`src/rtl/debug_uart_tx_fifo.sv`:
```
// Debug UART transmitter with TX FIFO, status/level register, sticky overflow, flush and TX-done irq.
// Optional feature macro: DEBUG_UART_PARITY_EN adds a parity bit per frame (CTRL bit2 = odd select).
module debug_uart_tx_fifo #(
    parameter int unsigned CLOCK_MHZ  = 64,
    parameter int unsigned BIT_RATE   = 4_000_000,
    parameter int unsigned FIFO_DEPTH = 4,
    parameter int unsigned DATA_BITS  = 8
) (
    input  logic        clk,
    input  logic        rst,
    input  logic [3:0]  addr_in,
    input  logic [31:0] data_in,
    input  logic [1:0]  data_write_n,
    input  logic [1:0]  data_read_n,
    output logic [31:0] data_out,
    output logic        data_ready,
    output logic        uart_txd,
    output logic        irq_tx_done
);
    localparam int unsigned DIV = (CLOCK_MHZ * 1_000_000) / BIT_RATE;
    localparam int unsigned PW  = (FIFO_DEPTH > 1) ? $clog2(FIFO_DEPTH) : 1;
    localparam int unsigned LW  = $clog2(FIFO_DEPTH + 1);
    localparam int unsigned CW  = (DIV > 1) ? $clog2(DIV) : 1;

    generate
        if (DIV < 2) begin : g_bad_div
            $error("debug_uart_tx_fifo: CLOCK_MHZ*1e6/BIT_RATE must be >= 2");
        end
        if (FIFO_DEPTH < 2 || FIFO_DEPTH > 8 || (FIFO_DEPTH & (FIFO_DEPTH - 1)) != 0) begin : g_bad_depth
            $error("debug_uart_tx_fifo: FIFO_DEPTH must be a power of two in 2..8");
        end
        if (DATA_BITS < 5 || DATA_BITS > 8) begin : g_bad_bits
            $error("debug_uart_tx_fifo: DATA_BITS must be in 5..8");
        end
    endgenerate

    typedef enum logic [2:0] {
        ST_IDLE,
        ST_START,
        ST_DATA,
`ifdef DEBUG_UART_PARITY_EN
        ST_PARITY,
`endif
        ST_STOP
    } state_t;

    state_t                 state_q, state_d;
    logic [CW-1:0]          cnt_q, cnt_d;
    logic [2:0]             idx_q, idx_d;
    logic [DATA_BITS-1:0]   shift_q, shift_d;
    logic                   txd_q, txd_d;
    logic                   irq_q;
    logic                   irq_en;
    logic                   overflow;
    logic                   bit_end;
    logic                   pop;

    logic [DATA_BITS-1:0]   mem [FIFO_DEPTH];
    logic [PW-1:0]          wr_ptr, rd_ptr;
    logic [LW-1:0]          level;
    logic                   empty, full, push;

    logic                   wr_en, push_req, stat_wr, ctrl_wr, flush;
    logic [31:0]            status, ctrl;

`ifdef DEBUG_UART_PARITY_EN
    logic                   par_q, par_d;
    logic                   par_odd;
`endif

    logic unused_ok;
    assign unused_ok = &{1'b0, data_read_n, data_in};

    // Register decode
    assign wr_en    = (data_write_n != 2'b11);
    assign push_req = wr_en && (addr_in == 4'h0);
    assign stat_wr  = wr_en && (addr_in == 4'h4);
    assign ctrl_wr  = wr_en && (addr_in == 4'h8);
    assign flush    = ctrl_wr && data_in[1];

    assign empty = (level == '0);
    assign full  = (level == LW'(FIFO_DEPTH));
    // A pop in the same cycle frees a slot, so a push into a full FIFO still lands.
    assign push  = push_req && (!full || pop);

    always_ff @(posedge clk) begin
        if (push) begin
            mem[wr_ptr] <= data_in[DATA_BITS-1:0];
        end
    end

    always_ff @(posedge clk or posedge rst) begin
        if (rst) begin
            wr_ptr   <= '0;
            rd_ptr   <= '0;
            level    <= '0;
            overflow <= 1'b0;
        end else begin
            if (flush) begin
                wr_ptr <= '0;
                rd_ptr <= '0;
                level  <= '0;
            end else begin
                if (push) wr_ptr <= wr_ptr + 1'b1;
                if (pop)  rd_ptr <= rd_ptr + 1'b1;
                if (push && !pop)      level <= level + 1'b1;
                else if (pop && !push) level <= level - 1'b1;
            end
            if (push_req && full && !pop) overflow <= 1'b1;
            else if (stat_wr && data_in[2]) overflow <= 1'b0;
        end
    end

    always_ff @(posedge clk or posedge rst) begin
        if (rst) begin
            irq_en <= 1'b0;
`ifdef DEBUG_UART_PARITY_EN
            par_odd <= 1'b0;
`endif
        end else if (ctrl_wr) begin
            irq_en <= data_in[0];
`ifdef DEBUG_UART_PARITY_EN
            par_odd <= data_in[2];
`endif
        end
    end

    assign bit_end = (cnt_q == CW'(DIV - 1));

    always_comb begin
        state_d = state_q;
        cnt_d   = bit_end ? '0 : cnt_q + 1'b1;
        idx_d   = idx_q;
        shift_d = shift_q;
        pop     = 1'b0;
`ifdef DEBUG_UART_PARITY_EN
        par_d   = par_q;
`endif
        case (state_q)
            ST_IDLE: begin
                cnt_d = '0;
                if (!empty) begin
                    pop     = 1'b1;
                    state_d = ST_START;
                end
            end
            ST_START: begin
                if (bit_end) state_d = ST_DATA;
            end
            ST_DATA: begin
                if (bit_end) begin
                    shift_d = shift_q >> 1;
                    if (idx_q == 3'(DATA_BITS - 1)) begin
`ifdef DEBUG_UART_PARITY_EN
                        state_d = ST_PARITY;
`else
                        state_d = ST_STOP;
`endif
                    end else begin
                        idx_d = idx_q + 1'b1;
                    end
                end
            end
`ifdef DEBUG_UART_PARITY_EN
            ST_PARITY: begin
                if (bit_end) state_d = ST_STOP;
            end
`endif
            ST_STOP: begin
                if (bit_end) begin
                    if (!empty) begin
                        pop     = 1'b1;
                        state_d = ST_START;
                    end else begin
                        state_d = ST_IDLE;
                    end
                end
            end
            default: state_d = ST_IDLE;
        endcase

        if (pop) begin
            shift_d = mem[rd_ptr];
            idx_d   = '0;
`ifdef DEBUG_UART_PARITY_EN
            par_d   = (^mem[rd_ptr]) ^ par_odd;
`endif
        end

        // Output is registered from the next state so the pin changes on the state edge.
        case (state_d)
            ST_START:  txd_d = 1'b0;
            ST_DATA:   txd_d = shift_d[0];
`ifdef DEBUG_UART_PARITY_EN
            ST_PARITY: txd_d = par_d;
`endif
            default:   txd_d = 1'b1;
        endcase
    end

    always_ff @(posedge clk or posedge rst) begin
        if (rst) begin
            state_q <= ST_IDLE;
            cnt_q   <= '0;
            idx_q   <= '0;
            shift_q <= '0;
            txd_q   <= 1'b1;
            irq_q   <= 1'b0;
`ifdef DEBUG_UART_PARITY_EN
            par_q   <= 1'b0;
`endif
        end else begin
            state_q <= state_d;
            cnt_q   <= cnt_d;
            idx_q   <= idx_d;
            shift_q <= shift_d;
            txd_q   <= txd_d;
            irq_q   <= irq_en && (state_q == ST_IDLE) && empty;
`ifdef DEBUG_UART_PARITY_EN
            par_q   <= par_d;
`endif
        end
    end

    assign status = {24'h0, 4'(level), 1'b0, overflow, full, (state_q != ST_IDLE) || !empty};
`ifdef DEBUG_UART_PARITY_EN
    assign ctrl   = {29'h0, par_odd, 1'b0, irq_en};
`else
    assign ctrl   = {31'h0, irq_en};
`endif

    always_comb begin
        case (addr_in)
            4'h0:    data_out = '0;
            4'h4:    data_out = status;
            4'h8:    data_out = ctrl;
            default: data_out = '1;
        endcase
    end

    assign data_ready  = 1'b1;
    assign uart_txd    = txd_q;
    assign irq_tx_done = irq_q;

endmodule

```
`config.mk`:
```
export PLATFORM = sky130hd
export DESIGN_NAME = debug_uart_tx_fifo
export DESIGN_NICKNAME = d
export VERILOG_FILES = /design/src/rtl/debug_uart_tx_fifo.sv
export SDC_FILE = /design/constraint.sdc
export NUM_CORES = 1
export LEC_CHECK = 0
export BUFFER_PORTS_ARGS = -buffer_cell sky130_fd_sc_hd__buf_2
export CORE_AREA = 3 3 92 94
export CTS_CLUSTER_DIAMETER = 30
export DETAILED_ROUTE_END_ITERATION = 7
export DIE_AREA = 0 0 95 97
export GPL_ROUTABILITY_DRIVEN = 0
export PLACE_DENSITY = 0.64
export SYNTH_ARGS = -nofsm -noshare
export SYNTH_HDL_FRONTEND = slang
export SYNTH_SLANG_ARGS = --single-unit
```
`constraint.sdc`:
```
create_clock -name clk -period 5.57 [get_ports clk]
set_input_delay 0.8355 -clock clk [delete_from_list [all_inputs] [get_ports clk]]
set_output_delay 0.8355 -clock clk [all_outputs]
set_load 0.01 [all_outputs]
```
Word level (Yosys, flattened, before mapping)
Memory sizes are Yosys's and may differ from the RTL's.
Index checks and enable logic that the tools add are counted.

word-level totals
  input port bits = 42
  word-level logic and storage cells = 93
  memories kept = 1
  output and inout port bits = 35
  bits in writable memories = 32
  flip-flop bits (word level) = 29

cells by class
  multiplexer cells = 32
  add/subtract/negate cells = 6
  eq/ne operators = 12
  reductions and logical operators = 30

memories
  memory  words  width  read ports  clocked after Yosys merged registers in  wr ports  line  RTL
  mem     4      8      1           0                                        1         58    logic [DATA_BITS-1:0] mem [FIFO_DEPTH];

operators with widths
  kind                 number
  $pmux 32 s3          1
  $mux 3               12
  $mux 8               3
  $logic_and 1x1->1    12
  $pmux 3 s4           1
  $reduce_bool 2->1    5
  $eq 3x2->1 const B   3
  $eq 4x4->1 const B   2
  $mux 2               4
  $mux 4               2
  $mux 1               7
  $add 3x1->3 const B  2
  $eq 3x1->1 const B   2
  $eq 3x3->1 const B   2
  $logic_not 3->1      2
  $reduce_bool 3->1    2
  $add 2x1->2 const B  2
  $add 4x1->4 const B  1
  $eq 4x3->1 const B   1
  $logic_not 1->1      4
  $logic_not 4->1      1
  $ne 2x2->1 const B   2
  $pmux 1 s2           2
  $reduce_and 3->1     1
  3 further kinds      4

Longest topological paths before layout
Gate-level depths: netlist of run 1.

  depth in word-level cells = 11
  gate-level depth with buffers = 9

Worst setup path after synthesis of run 1
Ideal clock, no wire load.

  path type = in2reg
  start point = input addr_in[2]
  end point = register level[1]
  library setup time = 0.079 ns
  stages on the path = 7
  path buffers = 1
  arrival time = 2.717 ns
  required time = 5.491 ns
  path slack = 2.774 ns
  cell sequence = clkbuf_1 -> a2111oi_0 -> or2b_1 -> nor3_1 -> fa_1 -> nand2b_1 -> mux2i_1

between the ends
  cells in the longest elaborated chain, start to end = 6
  elaborated cells on any way between the ends = 12

ends and longest elaborated chain
  what                                                  line      RTL
  from (decl)                                           11        input logic [3:0] addr_in,
  $logic_not 4->1                                       76        assign push_req = wr_en && (addr_in == 4'h0);
  $logic_and 1x1->1                                     76
  $logic_and 1x1->1                                     84        assign push = push_req && (!full || pop);
  $logic_and 1x1->1 or $logic_not 1->1 (tied branches)  106, 107
  $mux 3 or $logic_and 1x1->1 (tied branches)           106, 107
  $mux 3 or $reduce_bool 3->1 (tied branches)           --
  to (signal assigned)                                  106       if (push && !pop) level <= level + 1'b1;
  to (signal assigned)                                  107       else if (pop && !push) level <= level - 1'b1;
  to (decl)                                             60        logic [LW-1:0] level;

Parallel ways exist; a longest one is shown, timed or not.
A chain may end at the register's enable or synchronous reset.

Worst setup path after layout of run 1
  start point = register state_q[2]
  end point = register level[2]

between the ends
  cells in the longest elaborated chain, start to end = 7
  elaborated cells on any way between the ends = 12

ends and longest elaborated chain
  what                                                  line      RTL
  from (decl)                                           47        state_t state_q, state_d;
  from (signal assigned)                                213       state_q <= state_d;
  $eq 3x2->1 or $logic_not 3->1 (tied branches)         139       case (state_q)
  $pmux 1 s2 *                                          139
  $logic_or 1x1->1                                      84
  $logic_and 1x1->1                                     84
  $logic_and 1x1->1 or $logic_not 1->1 (tied branches)  106, 107
  $mux 3 or $logic_and 1x1->1 (tied branches)           106, 107
  $mux 3 or $reduce_bool 3->1 (tied branches)           --

Every way passes the cells marked *; elsewhere a longest branch is shown, timed or not.

==> results of run 1 <==
## cell type report
cell class	instances	share of cell area, %
inverters	8	0.881
repair buffers	50	7.41
clock inverters	7	3.34
flip-flops and latches	61	49.5
multi-input cells	138	31.5
clock buffers	9	3.63
well taps	102	3.74
## cells by family (layout without fill, tap and decap cells)
logic type | Yosys count | count (layout)
simple gates | 67 | 67
mux | 21 | 21
buf+inv | 41 | 74
other cells | 2 | 2
xor+xnor | 5 | 5
flops | 61 | 61
fa+ha+maj | 8 | 8
compound gates | 35 | 35
## sequential cells by signal, summed over array words and instances (netlist names), 2 cells and up
| name | flops |
|---|---|
| cnt_q | 4 |
| idx_q | 3 |
| level | 3 |
| mem | 32 |
| rd_ptr | 2 |
| shift_q | 8 |
| state_q | 3 |
| wr_ptr | 2 |
## per-layer routing
metal,vias to the layer above,GRT usage (%)
met1,845,16.5
met5,-,0
met3,9,3.11
met2,27,18.2
li1,887,-
met4,0,5.99
## path summary, 6_finish.rpt
kind | start | to | slack (ns) | cells past startpoint
worst max-delay path | state_q[2] | level[2] | 2.46 | 7
worst min-delay path | cnt_q[0] | cnt_q[0] | 0.46 | 1
worst max register to register | state_q[2] | level[2] | 2.46 | 7
worst min register to register | cnt_q[0] | cnt_q[0] | 0.46 | 1
max in group asynchronous | rst | shift_q[5] | 4.16 | 2
min in group asynchronous | rst | cnt_q[2] | 0.76 | 2
## power groups by stage
| stage | registers [W] | logic [W] | clock network, W |
|---|---|---|---|
| 3_5_place_dp | 0.000647 | 0.000299 | 0 |
| 3_3_place_gp | 0.000644 | 0.000291 | 0 |
| 5_1_grt | 0.000652 | 0.000341 | 0.000507 |
| 2_1_floorplan | 0.000604 | 0.000289 | 0 |
| 4_1_cts | 0.000639 | 0.000301 | 0.000480 |
| 6_report | 0.000638 | 0.000297 | 0.000469 |
## worst max-delay path, stage by stage, from the launching register on
cell and delay, ns:
dfrtp_1 0.50, or3_4 0.41, a2111oi_4 0.91, nor3_1 0.17, fa_1 0.44, nor4_1 0.30, mux2i_1 0.14, mux2i_1 0.13
## cells in the final DEF, fill, tap and decap left out, types with 3 or more instances in the layout
| cell type | count |
|---|---|
| bufinv_16 | 3 |
| and2_1 | 5 |
| ha_1 | 7 |
| dfrtp_1 | 28 |
| a21oi_1 | 4 |
| nor2_1 | 12 |
| nor3_1 | 5 |
| mux2i_1 | 11 |
| o21ai_0 | 13 |
| nand2_1 | 25 |
| a21o_1 | 6 |
| a22o_1 | 4 |
| buf_2 | 49 |
| clkbuf_8 | 9 |
| mux4_2 | 8 |
| xor2_1 | 3 |
| inv_1 | 8 |
| edfxtp_1 | 32 |
## stage by stage
| step | cells | setup WS, ns | area, sq um | util (%) | hold WS (ns) |
|---|---|---|---|---|---|
| after global placement | 359 | 2.45 | 3170 | 41.0 | 0.453 |
| final | 375 | 2.46 | 3410 | 44.1 | 0.461 |
| after CTS | 375 | 2.43 | 3410 | 44.1 | 0.468 |
| after global routing | 375 | 2.21 | 3410 | 44.1 | 0.484 |
| after detailed placement | 359 | 2.45 | 3170 | 41.0 | 0.459 |
| after floorplan | 240 | 2.77 | 3050 | - | 0.430 |
==> reports/metrics.csv, run 1 <==
metric,value,unit
Post-CTS Hold Buffers,0,
Seq. cell area,1690,sq um
Setup crit end kind,register,
top cell type's share of synthesized area,31.5,%
status,"complete, no violations",
internal power,0.00100,W
most instantiated cells after synthesis,"edfxtp_1, dfrtp_1, buf_4",
PortBufs,49,
Worst Path Arrival,3.33,ns
CTS tree,yes,
DRC,0,
"Period Utilization, post-route",55.8,%
Logic pwr share,21.1,%
# diodes,0,
RSZ-0062 raised after global routing,no,
Gate Count Post-Synth,240,
Num Clock Sinks,61,
leakage power,1.43,nW
PwrDens,412,nW/um^2
worst-skew pair later-pin latency,0.34,ns
power share of the sequential group,45.4,%
clk_skew,0.00549,ns
Slew HR,28.4,%
Mean Syn Cell Area,12.7,sq um
number of flops mapped to enable cells by yosys,32,
Synth Flop Type,edfxtp_1,
Top Ports,77,
final hold violations,0,
Clock Pin Slew Worst Setup and Hold Paths,0.07,ns
"Cell Area, Synth",3050,sq um
"Seq/Total Area, Yosys",55.3,%
final wirelength,5110,um
initial antenna violation count,0,
FMAX,0.322,GHz
Max VDD drop,0.195,mV
# setup viols final,0,
hpwl dp,3530,um
maximum clock path buffer count,2,
1st-iter DRT viols,59,
Synth Net Count,290,
total core area,7730,sq um
adder-cell share of the synthesized area,3.52,%
layout cells sized above 1,31.1,%
Die ar.,9220,sq um
Via density,4.71,
distinct cell type count after synthesis,48,
Initial Util,39.5,%
Antenna Nets Post-Route,0,
Post-CTS Setup Bufs,0,
Root Driver,clkbuf_8,
most frequent cell after synthesis,edfxtp_1,
Max-cap violations,0,
Compound-Gate Fraction of Synth Area,8.44,%
Synth Register Bits,61,
Metal-1 WL,2390,um
TNS Setup,0,ns
total global routing overflow,0,
Yosys warning total,0,
clock period minus worst slack,3.11,ns
H-tree Lvls,3,
Multi-input gate area,1070,sq um
largest net degree at the start of global routing,30,
met3 WL,145,um
Final Max Tran Viols,0,
Total Power,0.00140,W
Psw,0.000402,W
CP max FO,18,
Critical Path RT,5.79,ns
global-route wire length before repair,8720,um
Layout fillers,707,
largest cells by area after synthesis,"edfxtp_1, dfrtp_1, buf_4",
Synth async-reset ratio,47.5,%
clock power share,33.4,%
metal2 WL,2490,um
routed length per placed instance,13.6,um
vias post-DR,1768,
Tightest Hold Check Type,register to register,
Inserted Clock Buffers,9,
cell row count,32,
number of global-route vias before repair,1736,
Die Y-Extent,97,um
worst-margin pin slew,1.07,ns
biggest area consumer among synthesized cells,edfxtp_1,
area grow syn2layout,11.6,%
Total Routing Usage GR,12.2,%
Net Sw Frac,28.6,%
post-synthesis xor/xnor area fraction,1.43,%
DR pass1 iterations,4,
post-CTS sizing,0,
simple-gate area share of the yosys netlist,11.3,%
"Worst Path Class, Setup",register to register,
max layer used,met4,
Die X,95,um
largest family of logic cells by synthesized area,simple AND/OR/NAND/NOR gates,
mux contribution to synthesized area,10.2,%
final net count,318,
startpoint types,register,
Power figures use the tool's default switching activity.
==> run 2: changes to the inputs <==
--- a/config.mk
+++ b/config.mk
@@ -11,7 +11,7 @@
 export DETAILED_ROUTE_END_ITERATION = 7
 export DIE_AREA = 0 0 95 97
 export GPL_ROUTABILITY_DRIVEN = 0
-export PLACE_DENSITY = 0.64
+export PLACE_DENSITY = 0.66
 export SYNTH_ARGS = -nofsm -noshare
 export SYNTH_HDL_FRONTEND = slang
 export SYNTH_SLANG_ARGS = --single-unit
==> constraint.sdc (replaced) <==
create_clock -name clk -period 2.6 [get_ports clk]
set_input_delay 0.39 -clock clk [delete_from_list [all_inputs] [get_ports clk]]
set_output_delay 0.39 -clock clk [all_outputs]
set_load 0.01 [all_outputs]
==> run 2 against run 1 <==
Non-clock buffer count rose by 15. First-iteration DRC count rose by 36%. Wire length rose by 2.2%. Largest power group unchanged.
==> reports/metrics.csv, run 2 (same netlist as run 1, synthesis figures left out) <==
metric,value,unit
vias post-DR,1862,
DR pass1 iterations,4,
H-tree Lvls,3,
post-placement cell area,3310,sq um
clock period minus worst slack,2.32,ns
startpoint types,register,
routed length per placed instance,13.4,um
"Worst Path Class, Setup",register to register,
"most common cell after layout, fill and taps aside",buf_2,
hold slack,0.115,ns
Die ar.,9220,sq um
CP max stage delay,0.42,ns
Inserted Clock Buffers,9,
final net count,333,
Setup crit end kind,register,
layout cells sized above 1,34.7,%
DRC,0,
Num Clock Sinks,61,
initial antenna violation count,0,
post-CTS sizing,0,
Root Driver,clkbuf_8,
Critical Path RT,2.81,ns
Die Y-Extent,97,um
Total Routing Usage GR,12.0,%
# diodes,0,
Worst Path Arrival,2.53,ns
Post-CTS Setup Bufs,0,
Slew HR,64.4,%
most flop-heavy register,mem,
Regs by FF count,"mem x32, shift_q x8, cnt_q x4",
max reg flops,32,
CP max stage cell,or3_4,
number of global-route vias before repair,1802,
clk_skew,0.00579,ns
Top Ports,77,
largest net degree at the start of global routing,30,
Via density,4.77,
"commonest non-fill, non-tap cells in the layout","buf_2, edfxtp_1, dfrtp_1",
global-route wire length before repair,8620,um
status,"complete, no violations",
hpwl dp,3780,um
total core area,7730,sq um
Antenna Nets Post-Route,0,
Tightest Hold Check Type,primary input to asynchronous set/reset pin,
total global routing overflow,0,
flop-to-flop setup slack,0.28,ns
cell row count,32,
fin area,3510,sq um
PortBufs,49,
1st-iter DRT viols,80,
PwrDens,818,nW/um^2
leakage power,1.49,nW
FMAX,0.432,GHz
maximum clock path buffer count,2,
"Period Utilization, post-route",89.1,%
Total Power,0.00287,W
Post-CTS Hold Buffers,0,
CTS tree,yes,
CP most frequent cell,mux2i_1,
TNS Setup,0,ns
Initial Util,39.5,%
critical-path cell list,or3_4 > a2111oi_4 > nor3_1 > fa_1 > nor4_1 > mux2i_1 > mux2i_1,
CP max FO,4,
Final Max Tran Viols,0,
final wirelength,5220,um
Max VDD drop,0.545,mV
Die X,95,um
worst-skew pair later-pin latency,0.33,ns
RSZ-0062 raised after global routing,no,
worst-margin pin slew,0.533,ns
final hold violations,0,
area grow syn2layout,14.9,%
Max-cap violations,0,
# setup viols final,0,
Clock Pin Slew Worst Setup and Hold Paths,0.07,ns
## run 2: cell count changes in the layout (fill, tap and decap cells not counted)
cell	delta
clkbuf_8	+1
buf_12	+2
bufinv_16	-2
buf_4	+13
clkinv_4	+1
## run 2: path summary, 6_finish.rpt
check,from,end,cells past startpoint
max in group asynchronous,rst,uart_txd,3
hold reg to reg,cnt_q[0],cnt_q[0],1
min in group clk,data_in[6],mem[0][6],1
setup reg to reg,state_q[0],level[2],7
setup / recovery,state_q[0],level[2],7
hold / removal,rst,irq_tx_done,3
## run 2: worst max-delay path, delay by kind of cell, from the launching register on
kind / cells / cell delay (ns)
and+or+nand+nor: 3 / 0.82
DFF: 1 / 0.38
muxes: 2 / 0.26
adders and majority gates: 1 / 0.39
AOI/OAI and AO/OA: 1 / 0.35
## run 2: metal layers
metal / routed length (um) / global-route usage, % / share of wire (%) / vias to the layer above
li1: - / - / - / 920
met1: 2360 / 15.2 / 45 / 905
met2: 2640 / 19.4 / 51 / 30
met3: 137 / 3.50 / 2.6 / 7
met4: 85 / 4.33 / 1.6 / 0
met5: 0 / 0 / 0 / -
## run 2: area by class of cell
class                      count  area (sq um)
inverter                       8          30.0
tap                          102           128
clock buffer                  10           138
fill                         699          4220
multi-input combinational    138          1070
clock inverter                 6          62.6
timing repair buffer          65           390
sequential                    61          1690
## run 2: metrics by stage
step	util (%)	worst slack, ns	std cells
floorplan	-	0.0150	240
global placement	42.8	0.119	374
detailed placement	42.8	0.113	374
CTS	45.4	0.264	390
global route	45.4	0.0714	390
finish	45.4	0.284	390
## run 2: report_power, final
part | leakage (nW) | internal (W) | total (W) | switching, W
Sequential | 0.657 | 0.00118 | 0.00135 | 0.000165
Clock | 0.0959 | 0.000465 | 0.000829 | 0.000364
Combinational | 0.740 | 0.000368 | 0.000696 | 0.000328
Total | 1.49 | 0.00201 | 0.00287 | 0.000857
==> run 3: changes to the inputs <==
--- a/config.mk
+++ b/config.mk
@@ -8,9 +8,11 @@
 export BUFFER_PORTS_ARGS = -buffer_cell sky130_fd_sc_hd__buf_2
 export CORE_AREA = 3 3 92 94
 export CTS_CLUSTER_DIAMETER = 30
+export CTS_CLUSTER_SIZE = 20
 export DETAILED_ROUTE_END_ITERATION = 7
 export DIE_AREA = 0 0 95 97
 export GPL_ROUTABILITY_DRIVEN = 0
+export MAX_ROUTING_LAYER = met4
 export PLACE_DENSITY = 0.66
 export SYNTH_ARGS = -nofsm -noshare
 export SYNTH_HDL_FRONTEND = slang
==> run 3 against run 2 <==
Flip-flop and latch count did not move. Combinational power barely moved. Clock skew fell by 0.00073 ns. Via count did not move. Global-route usage rose by 0.37 points. Total power barely moved. Die area did not move. Clock power barely moved. Sequential power barely moved. Cell count did not move. Critical endpoint unchanged.
==> reports/metrics.csv, run 3 (same netlist as run 1, synthesis figures left out) <==
metric,value,unit
status,"complete, no violations",
"most common cell after layout, fill and taps aside",buf_2,
Setup crit end kind,register,
DR pass1 iterations,4,
global-route wire length before repair,8610,um
Critical Path RT,2.81,ns
CP max FO,4,
internal power,0.00201,W
worst-margin pin slew,0.533,ns
Post-CTS Hold Buffers,0,
Root Driver,clkbuf_8,
Die X,95,um
area grow syn2layout,14.9,%
Initial Util,39.5,%
number of global-route vias before repair,1798,
power share of the sequential group,46.9,%
Tightest Hold Check Type,primary input to asynchronous set/reset pin,
total global routing overflow,0,
"commonest non-fill, non-tap cells in the layout","buf_2, edfxtp_1, dfrtp_1",
Multi-input gate area,1070,sq um
# diodes,0,
hpwl dp,3780,um
startpoint types,register,
critical-path cell list,or3_4 > a2111oi_4 > nor3_1 > fa_1 > nor4_1 > mux2i_1 > mux2i_1,
Post-CTS Setup Bufs,0,
CP most frequent cell,mux2i_1,
# setup viols final,0,
TNS Setup,0,ns
PortBufs,49,
Inserted Clock Buffers,9,
DP Worst Slack,0.113,ns
"Worst Path Class, Setup",register to register,
Die ar.,9220,sq um
Layout fillers,699,
Max VDD drop,0.545,mV
RSZ-0062 raised after global routing,no,
Regs by FF count,"mem x32, shift_q x8, cnt_q x4",
routed length per placed instance,13.4,um
Antenna Nets Post-Route,0,
initial antenna violation count,0,
post-CTS sizing,0,
Logic pwr share,24.2,%
Slew HR,64.4,%
Psw,0.000858,W
final net count,333,
max reg flops,32,
FMAX,0.432,GHz
"Period Utilization, post-route",89.1,%
Max-cap violations,0,
Worst Path Arrival,2.53,ns
Via density,4.77,
cell row count,32,
Net Sw Frac,29.9,%
final hold violations,0,
final worst slack,0.284,ns
Final Max Tran Viols,0,
Levels on crit path,7,
1st-iter DRT viols,86,
largest net degree at the start of global routing,30,
Num Clock Sinks,61,
leakage power,1.49,nW
layout cells sized above 1,34.7,%
most flop-heavy register,mem,
R2R cell count,7,
CP max stage delay,0.42,ns
clock power share,28.9,%
PwrDens,818,nW/um^2
Die Y-Extent,97,um
Total Routing Usage GR,12.4,%
maximum clock path buffer count,2,
worst-skew pair later-pin latency,0.33,ns
Seq. cell area,1690,sq um
total core area,7730,sq um
final wirelength,5240,um
vias post-DR,1862,
H-tree Lvls,3,
CP max stage cell,or3_4,
Clock Pin Slew Worst Setup and Hold Paths,0.07,ns
CTS tree,yes,
clock period minus worst slack,2.32,ns
"CP delay by family, top",simple AND/OR/NAND/NOR gates,
Top Ports,77,
DRC,0,
clk_skew,0.00506,ns
CP bufs+invs,0,
[run 3: routing by layer]
layer  vias up  share of wire (%)  global-route usage (%)
met1       908                 45                    15.2
met5         -                  0                       -
li1        920                  -                       -
met3         6                2.3                    3.97
met4         0                1.2                    4.00
met2        28                 52                    19.4
[run 3: tightest hold or removal path: cells and delay by family]
family / cells / cell delay (ns)
buffers and inverters: 3 / 0.47
[run 3: cell type report]
cell class,count,share of cell area [%]
Inverter,8,0.856
Clock inverter,6,1.78
Timing Repair Buffer,65,11.1
Multi-Input combinational cell,138,30.6
Tap cell,102,3.64
Clock buffer,10,3.92
Sequential cell,61,48.1
[run 3: worst paths after layout]
check	from	end	slack [ns]
max	state_q[0]	level[2]	0.28
min	rst	irq_tx_done	0.12
max reg2reg	state_q[0]	level[2]	0.28
min reg2reg	cnt_q[0]	cnt_q[0]	0.46
max in group asynchronous	rst	uart_txd	2.17
min in group clk	data_in[3]	mem[2][3]	0.28
[run 3: power groups by stage]
stage | Sequential, W | Clock [W] | Combinational, W
finish | 0.00135 | 0.000829 | 0.000696
CTS | 0.00135 | 0.000852 | 0.000710
detailed placement | 0.00137 | 0 | 0.000708
global route | 0.00138 | 0.000896 | 0.000791
floorplan | 0.00129 | 0 | 0.000621
global placement | 0.00136 | 0 | 0.000681
[run 3: per-stage QoR]
| step | cells | hold WS [ns] | total power (W) | utilization [%] | cell area (sq um) |
|---|---|---|---|---|---|
| 2_1_floorplan | 240 | 0.430 | 0.00192 | - | 3060 |
| 3_3_place_gp | 374 | 0.450 | 0.00204 | 42.8 | 3310 |
| 3_5_place_dp | 374 | 0.456 | 0.00208 | 42.8 | 3310 |
| 4_1_cts | 390 | 0.119 | 0.00291 | 45.4 | 3510 |
| 5_1_grt | 390 | 0.148 | 0.00307 | 45.4 | 3510 |
| 6_report | 390 | 0.115 | 0.00287 | 45.4 | 3510 |
